$ cat src/rtl/seq_mult_32x32.sv
// rtl/seq_mult_32x32.sv - sequential shift-and-add 32x32->64 multiplier; optional macro SEQ_MULT_EARLY_TERM_EN

// Carry-lookahead adder: 4-bit lookahead groups chained group to group.
module cla_64bit (
  input  logic [63:0] a,
  input  logic [63:0] b,
  input  logic        cin,
  output logic [63:0] sum,
  output logic        cout
);
  genvar gi;
  for (gi = 0; gi < 16; gi++) begin : g_grp
    logic [3:0] gg;
    logic [3:0] pp;
    logic [3:0] cy;
    logic       cin_grp;

    if (gi == 0) begin : g_first
      assign cin_grp = cin;
    end else begin : g_next
      assign cin_grp = g_grp[gi-1].cy[3];
    end

    assign gg = a[4*gi +: 4] & b[4*gi +: 4];
    assign pp = a[4*gi +: 4] ^ b[4*gi +: 4];

    // every carry in the group is expanded directly from the group carry-in
    assign cy[0] = gg[0] | (pp[0] & cin_grp);
    assign cy[1] = gg[1] | (pp[1] & gg[0]) | (pp[1] & pp[0] & cin_grp);
    assign cy[2] = gg[2] | (pp[2] & gg[1]) | (pp[2] & pp[1] & gg[0])
                 | (pp[2] & pp[1] & pp[0] & cin_grp);
    assign cy[3] = gg[3] | (pp[3] & gg[2]) | (pp[3] & pp[2] & gg[1])
                 | (pp[3] & pp[2] & pp[1] & gg[0])
                 | (pp[3] & pp[2] & pp[1] & pp[0] & cin_grp);

    assign sum[4*gi +: 4] = pp ^ {cy[2:0], cin_grp};
  end

  assign cout = g_grp[15].cy[3];
endmodule

module seq_mult_32x32 #(
  parameter int OP_W  = 32,
  parameter int CNT_W = 6
) (
  input  logic              clk,
  input  logic              rst_n,
  input  logic              start,
  input  logic [OP_W-1:0]   a,
  input  logic [OP_W-1:0]   b,
  output logic              busy,
  output logic              done,
  output logic [2*OP_W-1:0] product
);
  typedef enum logic [1:0] {
    ST_IDLE = 2'd0,
    ST_RUN  = 2'd1,
    ST_DONE = 2'd2
  } state_t;

  state_t              state_q, state_d;
  logic [2*OP_W-1:0]   acc_q, acc_d;
  logic [2*OP_W-1:0]   mcand_q, mcand_d;
  logic [OP_W-1:0]     mplier_q, mplier_d;
  logic [CNT_W-1:0]    cnt_q, cnt_d;
  logic [2*OP_W-1:0]   product_q, product_d;
  logic                busy_q, busy_d;
  logic                done_q, done_d;
  logic [2*OP_W-1:0]   add_sum;
  logic                cout_unused;
  logic                last_iter;

  cla_64bit u_cla (
    .a    (acc_q),
    .b    (mcand_q),
    .cin  (1'b0),
    .sum  (add_sum),
    .cout (cout_unused)
  );

`ifdef SEQ_MULT_EARLY_TERM_EN
  // stop once no set multiplier bits remain above the one being consumed
  assign last_iter = (mplier_q[OP_W-1:1] == '0);
`else
  assign last_iter = (cnt_q == CNT_W'(OP_W - 1));
`endif

  // next-state, datapath and registered-output computation
  always_comb begin
    state_d   = state_q;
    acc_d     = acc_q;
    mcand_d   = mcand_q;
    mplier_d  = mplier_q;
    cnt_d     = cnt_q;
    product_d = product_q;
    case (state_q)
      ST_IDLE, ST_DONE: begin
        state_d = ST_IDLE;
        if (start) begin
          acc_d    = '0;
          mcand_d  = {{OP_W{1'b0}}, a};
          mplier_d = b;
          cnt_d    = '0;
          state_d  = ST_RUN;
`ifdef SEQ_MULT_EARLY_TERM_EN
          if (b == '0) begin
            state_d   = ST_DONE;
            product_d = '0;
          end
`endif
        end
      end
      ST_RUN: begin
        if (mplier_q[0]) acc_d = add_sum;
        mcand_d  = mcand_q << 1;
        mplier_d = mplier_q >> 1;
        cnt_d    = cnt_q + 1'b1;
        if (last_iter) begin
          state_d   = ST_DONE;
          product_d = acc_d;
        end
      end
      default: state_d = ST_IDLE;
    endcase
    busy_d = (state_d == ST_RUN);
    done_d = (state_d == ST_DONE);
  end

  // all state and outputs registered; asynchronous clear
  always_ff @(posedge clk or negedge rst_n) begin
    if (!rst_n) begin
      state_q   <= ST_IDLE;
      acc_q     <= '0;
      mcand_q   <= '0;
      mplier_q  <= '0;
      cnt_q     <= '0;
      product_q <= '0;
      busy_q    <= 1'b0;
      done_q    <= 1'b0;
    end else begin
      state_q   <= state_d;
      acc_q     <= acc_d;
      mcand_q   <= mcand_d;
      mplier_q  <= mplier_d;
      cnt_q     <= cnt_d;
      product_q <= product_d;
      busy_q    <= busy_d;
      done_q    <= done_d;
    end
  end

  assign busy    = busy_q;
  assign done    = done_q;
  assign product = product_q;
endmodule

$ cat config.mk
export PLATFORM = sky130hd
export DESIGN_NAME = seq_mult_32x32
export DESIGN_NICKNAME = d
export VERILOG_FILES = /design/src/rtl/seq_mult_32x32.sv
export SDC_FILE = /design/constraint.sdc
export NUM_CORES = 1
export LEC_CHECK = 0
export BUFFER_PORTS_ARGS = -buffer_cell sky130_fd_sc_hd__buf_4
export CORE_MARGIN = 2
export CORE_UTILIZATION = 55
export DETAILED_ROUTE_END_ITERATION = 8
export GPL_ROUTABILITY_DRIVEN = 0
export PLACE_DENSITY = 0.81
export REMOVE_ABC_BUFFERS = 1
export SLEW_MARGIN = 20
export SYNTH_ARGS = -nofsm -noshare
export SYNTH_HDL_FRONTEND = slang
export SYNTH_SLANG_ARGS = --single-unit
$ cat constraint.sdc
create_clock -name clk -period 7.5 [get_ports clk]
set_clock_uncertainty 0.1 [all_clocks]
set_input_delay 1.5 -clock clk [delete_from_list [all_inputs] [get_ports clk]]
set_output_delay 1.5 -clock clk [all_outputs]
set_load 0.005 [all_outputs]
==> After elaboration in Yosys (flattened, before gate mapping) <==
Index checks and enable logic that the tools add are counted.
{ "op_classes": {"addsub": 1, "n_eq_ne": 6, "mux": 12, "bitwise_logic": 442, "n_reduce_logical": 5} }
{ "op_table": {"columns": ["op", "count"], "rows": [
  ["case mux 64 bit (2 select lines)", 2],
  ["AND 1 bit", 242],
  ["2-to-1 mux 64 bit", 3],
  ["OR 1 bit", 152],
  ["bitwise XOR 4 bit", 32],
  ["case mux 32 bit (2 select lines)", 1],
  ["AND 4 bit", 15],
  ["2-to-1 mux 32 bit", 1],
  ["case mux 6 bit (2 select lines)", 1],
  ["adder 6 x 1 -> 6 bit, second input constant", 1],
  ["equality test 6 x 5 -> 1 bit, second input constant", 1],
  ["2-to-1 mux 6 bit", 1],
  ["equality test 2 x 1 -> 1 bit, second input constant", 2],
  ["equality test 2 bit, second input constant", 2],
  ["case mux 2 bit (2 select lines)", 1],
  ["AND reduction 2 bit", 2],
  ["AND 3 bit", 1],
  ["zero test 2 bit", 1],
  ["2-to-1 mux 2 bit", 1],
  ["inequality test 2 bit, second input constant", 1],
  ["nonzero test 2 bit", 1],
  ["OR reduction 2 bit", 1],
  ["2-to-1 mux 1 bit", 1]
]} }
{ "word_totals": {"reg_bits": 234, "input_bits": 67, "out_inout_bits": 66, "wordCells": 474} }

==> Longest topological paths before layout <==
Gate-level depths: netlist (run 1).
{ "depth": {"word_depth": 38, "mapped_depth": 15} }

==> By module <==
From an unflattened synthesis (run 1), not the netlist that was laid out.
{ "unflattened": {"hier_cells": 1209, "area_unflattened_um2": 12773.5} }
{ "modules_own_cells": {"columns": ["module", "n_inst", "cells_per_inst", "area_each_um2", "seq_area_each_um2"], "rows": [
  ["seq_mult_32x32", 1, 875, 9948.3, 5855.6],
  ["cla_64bit", 1, 334, 2825.2, 0.0]
]} }

==> Worst setup path after synthesis (run 1) <==
OpenSTA, ideal clock, no wires.
{ "synth_timing": {"kind": "register to register", "from": "register acc_q[21]", "to": "register product_q[36] (netlist: product[36])", "arrival_ps": 3358, "required_time_ps": 7323, "path_slack_ps": 3965, "path_stages_with_launch": 14, "n_path_buf": 0, "path_cell_list": "dfrtp_1 > ha_1 > a21o_1 > a211o_1 > a211o_1 > or3_4 > a31oi_4 > o21bai_1 > a21oi_1 > nor2b_1 > nor2_1 > fa_1 > mux2_2 > a21oi_1"} }
{ "synth_between": {"elab_chain_len": 13} }
{ "synth_lines": {"columns": ["item", "line_no", "source"], "rows": [
  ["from (decl)", "62", "logic [2*OP_W-1:0] acc_q, acc_d;"],
  ["from (signal assigned)", "133", "acc_q <= '0;"],
  ["from (signal assigned)", "142", "acc_q <= acc_d;"],
  ["AND 4 bit or bitwise XOR 4 bit (tied branches)", "24, 25", null],
  ["AND 1 bit, on equally long branches", "32, 33, 34", null],
  ["OR 1 bit, or another cell as far along", "32", "assign cy[3] = gg[3] | (pp[3] & gg[2]) | (pp[3] & pp[2] & gg[1])"],
  ["OR 1 bit or AND 1 bit (tied branches)", "33, 34", null],
  ["OR 1 bit *", "34", "| (pp[3] & pp[2] & pp[1] & pp[0] & cin_grp);"],
  ["AND 1 bit *", "34", null],
  ["OR 1 bit *", "34", null],
  ["AND 1 bit *", "34", null],
  ["OR 1 bit *", "34", null],
  ["AND 1 bit *", "34", null],
  ["OR 1 bit *", "34", null],
  ["bitwise XOR 4 bit *", "36", "assign sum[4*gi +: 4] = pp ^ {cy[2:0], cin_grp};"],
  ["2-to-1 mux 64 bit *", "114", "if (mplier_q[0]) acc_d = add_sum;"],
  ["to (signal assigned)", "146", "product_q <= product_d;"],
  ["to (decl)", "66", "logic [2*OP_W-1:0] product_q, product_d;"]
]} }
Every way passes the cells marked *; elsewhere a longest branch is shown, timed or not.
A chain may end at the register's enable or synchronous reset.

==> Worst setup path in the final report (run 1) <==
{ "layout_timing": {"from": "register acc_q[21]", "to": "register product_q[44] (netlist: product[44])"} }
{ "layout_between": {"elab_chain_len": 17} }
{ "layout_lines": {"columns": ["item", "line_no"], "rows": [
  ["AND 4 bit or bitwise XOR 4 bit (tied branches)", "24, 25"],
  ["AND 1 bit, on equally long branches", "32, 33, 34"],
  ["OR 1 bit, or another cell as far along", "32"],
  ["OR 1 bit or AND 1 bit (tied branches)", "33, 34"],
  ["OR 1 bit *", "34"],
  ["AND 1 bit *", "34"],
  ["OR 1 bit *", "34"],
  ["AND 1 bit *", "34"],
  ["OR 1 bit *", "34"],
  ["AND 1 bit *", "34"],
  ["OR 1 bit *", "34"],
  ["AND 1 bit *", "34"],
  ["OR 1 bit *", "34"],
  ["AND 1 bit *", "34"],
  ["OR 1 bit *", "34"],
  ["bitwise XOR 4 bit *", "36"],
  ["2-to-1 mux 64 bit *", "114"]
]} }
Marked as above.

==> results.json, run 1 <==
{
  "cpLargestDelayFamily": "compound AO/OA/AOI/OAI gates",
  "period_minus_slack_ns": 3.89,
  "syn_area_um2": 12500,
  "worstMarginPinSlew_ns": 1.05,
  "clock_sinks": 234,
  "cts-buffers-inserted": 25,
  "crit_chain": "ha_1 -> a21o_1 -> a211o_1 -> a211o_1 -> or3_4 -> a211oi_2 -> a211oi_1 -> a21o_1 -> a21oi_1 -> fa_1 -> nand2_1 -> o21ai_0 -> o21ai_0",
  "wire_per_inst_um": 17.5,
  "rsz0062_at_grt": "no",
  "p_leak_nw": 7.04,
  "grt_pass1_vias": 10000,
  "max-slew-margin-rel": 0.297,
  "overflow": 0,
  "ys_ff_latch": 234,
  "port_buffers": 132,
  "period_share": 0.519,
  "async_flop_share": 1.00,
  "final_nets": 1570,
  "io_pins": 133,
  "clock.fmax_mhz": 257,
  "avgSynthCellArea_um2": 9.41,
  "ir_worst_vdd_v": 0.000253,
  "hold_violations": 0,
  "placed_cells": 1680,
  "core_um2": 22400,
  "dp_hpwl_mm": 19.3,
  "drive_gt1_frac": 0.150,
  "setup_slack_ns": 3.61,
  "die-area_um2": 23900,
  "antennaDiodeCount": 0,
  "area_growth_pct": 16.2,
  "initial_utilization": 0.555,
  "end_kind": "flop",
  "row_count": 55,
  "cts_resized": 0,
  "num_vias": 10100,
  "yosysSeqAreaShare": 0.470,
  "status": "complete, no violations",
  "drt_iter0_markers": 666,
  "worstSetupPathType": "flop to flop",
  "cts_tree": "done",
  "antenna_found_initial": 0,
  "cts.reportedPaths.clkPinSlew_ns": 0.06,
  "synth.largest_area_cell": "dfrtp_1",
  "required_ns": 7.83,
  "synth-edff-count": 0,
  "netlist_instances": 1323,
  "drt_wl_total_mm": 30.2,
  "grt_max_degree": 136,
  "cts_hold_buf": 0,
  "die_w_um": 154,
  "grt_pass1_wl_mm": 50.1,
  "cp-start-kind": "flop",
  "synth_top_area_frac": 0.470,
  "power_density_nw_per_um2": 465,
  "synth_common_cells": "274 x nand2_1, 234 x dfrtp_1, 153 x o21ai_0",
  "setup_violations": 0,
  "clk_latency_ns": 0.53,
  "grt.total_usage": 0.255,
  "holdCritPathClass": "flop to flop",
  "synthDistinctLibCells": 63,
  "die_h_um": 154,
  "ys.flop_type": "dfrtp_1",
  "h-tree-depth": 1,
  "fin_cells": 1726,
  "path_buf_inv": 0,
  "cp_slowest_cell": "fa_1",
  "cts_root_buf": "clkbuf_16",
  "pre_cts_ws_ns": 3.66,
  "slew_viol_final": 0,
  "first_pass_iters": 5,
  "worst_ep_arrival_time_ns": 4.23,
  "synth.most_common_cell": "nand2_1",
  "max_cap_viol_count": 0,
  "synth_area_leaders": "dfrtp_1 47%, nand2_1 8.3%, ha_1 6.4%",
  "via_per_inst": 5.84,
  "synth-warning-count": 0,
  "max-clock-path-buffers": 3,
  "post-cts-setup-buffer-count": 0,
  "route.detailed.drc": 0,
  "path_max_fanout": 5,
  "drtAntennaViolNets": 0,
  "critPathMaxStageDelay_ns": 0.46
}
[through the flow]
| stage | hold WS (ns) | cell area (um2) | TNS, ns | util | total power, W |
|---|---|---|---|---|---|
| 2_1_floorplan | 0.346 | 12100 | -40.39 | - | 0.00447 |
| 3_3_place_gp | 0.351 | 13600 | 0 | 0.607 | 0.00531 |
| 3_5_place_dp | 0.359 | 13600 | 0 | 0.607 | 0.00547 |
| 4_1_cts | 0.372 | 14400 | 0 | 0.644 | 0.00674 |
| 5_1_grt | 0.385 | 14500 | 0 | 0.645 | 0.00728 |
| 6_report | 0.364 | 14500 | 0 | 0.645 | 0.00673 |
[routing by layer]
layer,vias up,GRT usage,part of all wire
met5,-,0,0
met4,0,0.0661,0.022
met3,53,0.0392,0.063
met2,287,0.442,0.49
met1,4926,0.338,0.43
li1,4819,-,-
[layout make-up]
cell class	count	area, um2
Clock buffer	38	754
Clock inverter	7	63.8
Fill cell	1798	7960
Inverter	58	218
Multi-Input combinational cell	959	6100
Sequential cell	234	5860
Tap cell	285	357
Timing Repair Buffer	145	1120
[cells by family after synthesis]
group,Yosys count,share of synthesized area
xor+xnor,43,0.0302
fa+ha+maj,80,0.0900
flops,234,0.470
simple gates,428,0.147
buf+inv,130,0.0424
compound gates,368,0.187
mux,40,0.0333
[flip-flops by register name, indices dropped and copies added, names as in the netlist]
register / count
product: 64
done: 1
acc_q: 64
mplier_q: 32
mcand_q: 64
state_q: 2
busy: 1
cnt_q: 6
[worst register-to-register path, delay by kind of cell (launching register included)]
kind | cells | cell delay (ns)
compound gates | 9 | 2.00
fa+ha+maj | 2 | 0.83
flops | 1 | 0.40
simple gates | 2 | 0.47
[placed cells by master, fill, tap and decap left out, types with 4 or more instances in the layout]
master,count
clkinv_2,5
a22oi_1,63
fa_1,16
xnor2_1,16
nand4_1,6
a21oi_1,55
ha_1,64
and3_1,7
clkbuf_1,5
clkbuf_16,25
dfrtp_1,233
inv_1,58
nor2_1,36
o21a_1,5
o211ai_1,5
o21ai_1,7
mux2_2,7
a31oi_1,9
mux2i_1,32
buf_4,143
clkbuf_8,8
nand2_1,272
a22o_1,22
nand3_1,65
xor2_1,27
nor2b_1,7
o21ai_0,152
or3_1,5
nand2b_1,6
a21o_1,12
o21bai_1,4
nor3_1,7
[power by group]
| group | internal, W | switching, W |
|---|---|---|
| clock | 0.000725 | 0.000512 |
| combinational | 0.00137 | 0.00188 |
| sequential | 0.00181 | 0.000436 |
| total | 0.00390 | 0.00283 |
[worst paths after layout]
check                                         from                       to  slack [ns]  cells past startpoint
hold / removal             product[21]$_DFFE_PN0P_  product[21]$_DFFE_PN0P_        0.36                      2
max in group asynchronous                    rst_n  mplier_q[0]$_DFFE_PN0P_        4.80                      3
setup reg to reg             acc_q[21]$_DFFE_PN0P_  product[44]$_DFFE_PN0P_        3.61                     13
hold reg to reg            product[21]$_DFFE_PN0P_  product[21]$_DFFE_PN0P_        0.36                      2
min in group asynchronous                    rst_n           done$_DFF_PN0_        0.73                      1
setup / recovery             acc_q[21]$_DFFE_PN0P_  product[44]$_DFFE_PN0P_        3.61                     13
(Power assumes the default switching activity.)
==> run 2, diff against run 1 <==
CORE_UTILIZATION = 54   (was 55)
PLACE_DENSITY = 0.83   (was 0.81)
clock period = 3.27 ns   (was 7.5 ns; I/O delays follow)
==> run 2 against run 1 <==
Net effect:
- the flow now finishes with violations (setup timing)
- clock power rose by 130%
- routed wire length increased by 10%
- global-route usage increased by 2.1 points
- worst setup slack got worse by 3.9 ns
- sequential power up 130%
- critical path depth did not move
- die area rose by 1.8%
- largest power group unchanged
==> results.json, run 2 (synthesized netlist as in run 1, its figures left out) <==
{
  "status": "complete, but fails checks",
  "violations": "setup timing",
  "cts_tree": "done",
  "setup_tns_ns": -3.56,
  "cts_root_buf": "clkbuf_16",
  "max-slew-margin-rel": 0.423,
  "initial_utilization": 0.550,
  "grt_pass1_vias": 11400,
  "period_share": 1.09,
  "clock.fmax_mhz": 280,
  "timing.rr.end": "product[36]$_DFFE_PN0P_",
  "seqPwrFrac": 0.294,
  "num_vias": 10900,
  "max_cap_viol_count": 0,
  "h-tree-depth": 1,
  "drive_gt1_frac": 0.247,
  "grt_pass1_wl_mm": 54.7,
  "final_common_cell": "nand2_1",
  "r2r_setup_slack_ns": -0.30,
  "antennaDiodeCount": 0,
  "final_nets": 1692,
  "cts-buffers-inserted": 25,
  "clk_latency_ns": 0.53,
  "r2r-start": "acc_q[21]$_DFFE_PN0P_",
  "cts.reportedPaths.clkPinSlew_ns": 0.06,
  "antenna_found_initial": 0,
  "drt_iter0_markers": 793,
  "row_count": 55,
  "slew_viol_final": 0,
  "placed_cells": 1791,
  "period_minus_slack_ns": 3.57,
  "pre_cts_ws_ns": -0.475,
  "drtAntennaViolNets": 0,
  "worstSetupPathType": "flop to flop",
  "core_um2": 22600,
  "power_density_nw_per_um2": 1100,
  "io_pins": 133,
  "hold_violations": 0,
  "worstMarginPinSlew_ns": 0.865,
  "die_w_um": 156,
  "required_ns": 3.62,
  "clock_sinks": 234,
  "p_switching_w": 0.00714,
  "path_max_fanout": 4,
  "p_leak_nw": 7.71,
  "setup_slack_ns": -0.304,
  "layout_common_cells": "272 x nand2_1, 263 x buf_4, 233 x dfrtp_1",
  "reg2regPathDepth": 13,
  "die-area_um2": 24300,
  "cp-start-kind": "flop",
  "grt_max_degree": 82,
  "fin_cells": 1845,
  "drt_wl_total_mm": 33.2,
  "die_h_um": 156,
  "combPwrFrac": 0.540,
  "area_growth_pct": 26.2,
  "via_per_inst": 5.89,
  "max-clock-path-buffers": 3,
  "rsz0062_at_grt": "yes",
  "end_kind": "flop",
  "cell_internal_pwr_w": 0.0101,
  "dp_hpwl_mm": 21.7,
  "holdCritPathClass": "input port to asynchronous set/reset pin",
  "first_pass_iters": 5,
  "ir_worst_vdd_v": 0.000599,
  "clockPowerShare": 0.166,
  "cts_hold_buf": 0,
  "overflow": 0,
  "utilization": 0.694,
  "setup_violations": 32,
  "route.detailed.drc": 0,
  "port_buffers": 132,
  "worst_ep_arrival_time_ns": 3.92,
  "grt.total_usage": 0.276,
  "wire_per_inst_um": 18.0,
  "switching_share": 0.414
}
run 2: stage by stage:
step	hold slack, ns	instance area (um2)	power (W)
finish	0.00892	15700	0.0173
global route	0.0515	15700	0.0186
CTS	0.0339	15500	0.0169
detailed placement	0.363	14500	0.0136
global placement	0.353	14500	0.0131
floorplan	0.258	12100	0.0102
run 2: final cells by class:
cell class	instances	area (um2)
Timing Repair Buffer	267	2040
Tap cell	285	357
Multi-Input combinational cell	959	6430
Fill cell	1654	6920
Clock inverter	9	126
Sequential cell	234	5860
Clock buffer	33	686
Inverter	58	218
run 2: worst max path at each step:
stage	start	endpoint	slack, ns	cells after the start
detailed placement	acc_q[21]$_DFFE_PN0P_	product[56]$_DFFE_PN0P_	-0.48	13
global route	acc_q[21]$_DFFE_PN0P_	product[36]$_DFFE_PN0P_	-0.42	13
global placement	acc_q[21]$_DFFE_PN0P_	product[56]$_DFFE_PN0P_	-0.38	13
CTS	mcand_q[21]$_DFFE_PN0P_	product[56]$_DFFE_PN0P_	-0.29	13
floorplan	state_q[0]$_DFF_PN0_	product[51]$_DFFE_PN0P_	-5.04	6
finish	acc_q[21]$_DFFE_PN0P_	product[36]$_DFFE_PN0P_	-0.30	13
run 2: critical path, cell delays in order (launching register included):
cell and delay (ns):
dfrtp_1 0.38, ha_1 0.31, a21o_1 0.18, a211o_1 0.30, a211o_1 0.26, or3_4 0.38, a31oi_4 0.23, o21bai_2 0.10
a21oi_2 0.17, nor2b_1 0.08, nor2_2 0.14, fa_2 0.44, mux2_2 0.27, a21oi_1 0.14
run 2: per-layer routing:
metal | track usage | wire [um] | vias up
li1 | - | - | 5054
met1 | 0.345 | 13300 | 5316
met2 | 0.479 | 16500 | 408
met3 | 0.0508 | 2250 | 93
met4 | 0.106 | 1120 | 0
met5 | 0 | 0 | -
run 2: timing repair:
action / 4_1_cts / 5_1_grt
gates cloned: 0 / 0
buffers inserted: 9 / 4
resized for setup: 49 / 48
endpoints found under the hold margin: 0 / 0
pin swaps: 42 / 24
endpoints found under the setup margin: 49 / 70
run 2: power groups by stage:
stage | sequential [W] | clock, W | combinational (W)
2_1_floorplan | 0.00498 | 0 | 0.00526
5_1_grt | 0.00521 | 0.00303 | 0.0104
3_5_place_dp | 0.00506 | 0 | 0.00853
4_1_cts | 0.00504 | 0.00290 | 0.00891
3_3_place_gp | 0.00499 | 0 | 0.00810
6_report | 0.00507 | 0.00287 | 0.00932
==> run 3, diff against run 2 <==
BUFFER_PORTS_ARGS = -buffer_cell sky130_fd_sc_hd__clkbuf_2   (was -buffer_cell sky130_fd_sc_hd__buf_4)
==> run 3 against run 2 <==
Net effect:
- the flow still finishes with violations (setup timing)
- hold slack improved by 0.016 ns
- sequential power about the same
- combinational power increased by 8%
- register-to-register slack got worse by 0.02 ns
- die area unchanged
- via count increased by 4.0%
- final area increased by 0.86%
- sequential cell count unchanged
- global-route usage increased by 0.29 points
- non-clock buffer count increased by 37
- largest cell class unchanged
- largest power group unchanged
- highest routed layer unchanged
==> results.json, run 3 (synthesized netlist as in run 1, its figures left out) <==
{
  "die-area_um2": 24300,
  "slew_viol_final": 0,
  "period_share": 1.10,
  "fillerInstances": 1577,
  "route.detailed.drc": 0,
  "cts_hold_buf": 0,
  "max_cap_viol_count": 0,
  "drtAntennaViolNets": 0,
  "clk_latency_ns": 0.54,
  "drive_gt1_frac": 0.273,
  "drt_wl_total_mm": 35.8,
  "worst_ep_arrival_time_ns": 3.96,
  "worstSetupPathType": "flop to flop",
  "met3_usage": 0.0506,
  "h-tree-depth": 1,
  "final_nets": 1729,
  "antenna_found_initial": 1,
  "met2_usage": 0.472,
  "max-clock-path-buffers": 3,
  "grt.total_usage": 0.279,
  "core_um2": 22600,
  "cts_root_buf": "clkbuf_16",
  "end_kind": "flop",
  "multi_input_area_um2": 6530,
  "required_ns": 3.64,
  "layout_common_cells": "270 x nand2_1, 233 x dfrtp_1, 158 x buf_4",
  "grt_pass1_vias": 11200,
  "overflow": 0,
  "timing.rr.end": "product[28]$_DFFE_PN0P_",
  "wire_per_inst_um": 19.0,
  "final_common_cell": "nand2_1",
  "first_pass_iters": 5,
  "power_density_nw_per_um2": 1140,
  "clock_sinks": 234,
  "fin_cells": 1886,
  "area_growth_pct": 27.3,
  "rsz0062_at_grt": "yes",
  "startpoint": "mcand_q[21]$_DFFE_PN0P_",
  "port_buffers": 132,
  "max-slew-margin-rel": 0.511,
  "initial_utilization": 0.550,
  "final-seq-area_um2": 5860,
  "cts_tree": "done",
  "setup_violations": 58,
  "r2r-start": "mcand_q[21]$_DFFE_PN0P_",
  "clock.fmax_mhz": 278,
  "cts-buffers-inserted": 25,
  "total_power_w": 0.0181,
  "setup_slack_ns": -0.322,
  "io_pins": 133,
  "die_w_um": 156,
  "antennaDiodeCount": 0,
  "dp_hpwl_mm": 22.1,
  "r2r_setup_slack_ns": -0.32,
  "p_leak_nw": 7.87,
  "utilization": 0.700,
  "violations": "setup timing",
  "path_max_fanout": 3,
  "worstMarginPinSlew_ns": 0.732,
  "cp-start-kind": "flop",
  "via_per_inst": 5.99,
  "placed_cells": 1812,
  "status": "complete, but fails checks",
  "period_minus_slack_ns": 3.59,
  "grt_max_degree": 86,
  "row_count": 55,
  "grt_busiest_layer": "met2",
  "reg2regPathDepth": 13,
  "die_h_um": 156,
  "grt_pass1_wl_mm": 55.2,
  "drt_iter0_markers": 951,
  "cts.reportedPaths.clkPinSlew_ns": 0.07,
  "num_vias": 11300,
  "ir_worst_vdd_v": 0.000667,
  "hold_violations": 0,
  "holdCritPathClass": "input port to asynchronous set/reset pin",
  "use_met1": 0.359
}
-- run 3: through the flow --
stage                     worst slack, ns  hold WS [ns]  instance area [um2]  setup TNS [ns]
after floorplan                     -5.04         0.258                12100         -886.89
after global placement             -0.365         0.349                14300           -6.13
after detailed placement           -0.485         0.357                14300          -10.79
after CTS                          -0.331        0.0494                15500           -7.72
after global routing               -0.412        0.0862                15900          -13.24
final                              -0.322        0.0253                15900           -7.75
-- run 3: layer usage --
layer	part of all wire	wire length, um
met4	0.045	1610
met3	0.076	2730
met2	0.49	17400
met1	0.39	14100
met5	0	0
-- run 3: worst max path at each step --
stage | endpoint | slack (ns) | depth (start not counted)
global route | product[44]$_DFFE_PN0P_ | -0.41 | 15
floorplan | product[51]$_DFFE_PN0P_ | -5.04 | 6
finish | product[28]$_DFFE_PN0P_ | -0.32 | 13
detailed placement | product[61]$_DFFE_PN0P_ | -0.49 | 12
global placement | product[56]$_DFFE_PN0P_ | -0.36 | 13
CTS | product[56]$_DFFE_PN0P_ | -0.33 | 13
-- run 3: area by class of cell --
cell class | count | area share
Tap cell | 285 | 0.0225
Timing Repair Buffer | 304 | 0.130
Clock inverter | 10 | 0.00608
Inverter | 58 | 0.0139
Sequential cell | 234 | 0.370
Multi-Input combinational cell | 959 | 0.412
Clock buffer | 36 | 0.0465
-- run 3: power breakdown --
part	total (W)	internal, W	switching, W
registers	0.00507	0.00414	0.000933
clock network	0.00289	0.00166	0.00123
logic	0.0101	0.00458	0.00552
-- run 3: worst max-delay path: stages (launching register included) --
cell	delay, ns
dfrtp_1	0.42
ha_4	0.26
a21o_1	0.18
a211o_1	0.29
a211o_1	0.26
or3_4	0.39
buf_12	0.15
buf_6	0.11
a21oi_4	0.18
o21bai_4	0.09
a21oi_2	0.20
fa_1	0.48
mux2_4	0.29
a21oi_2	0.13
-- run 3: timing repair --
| action | 4_1_cts | 5_1_grt |
|---|---|---|
| hold endpoints to repair | 0 | 0 |
| pin swaps | 64 | 58 |
| resized for setup | 72 | 61 |
| setup endpoints to repair | 57 | 75 |
| setup buffers | 15 | 20 |
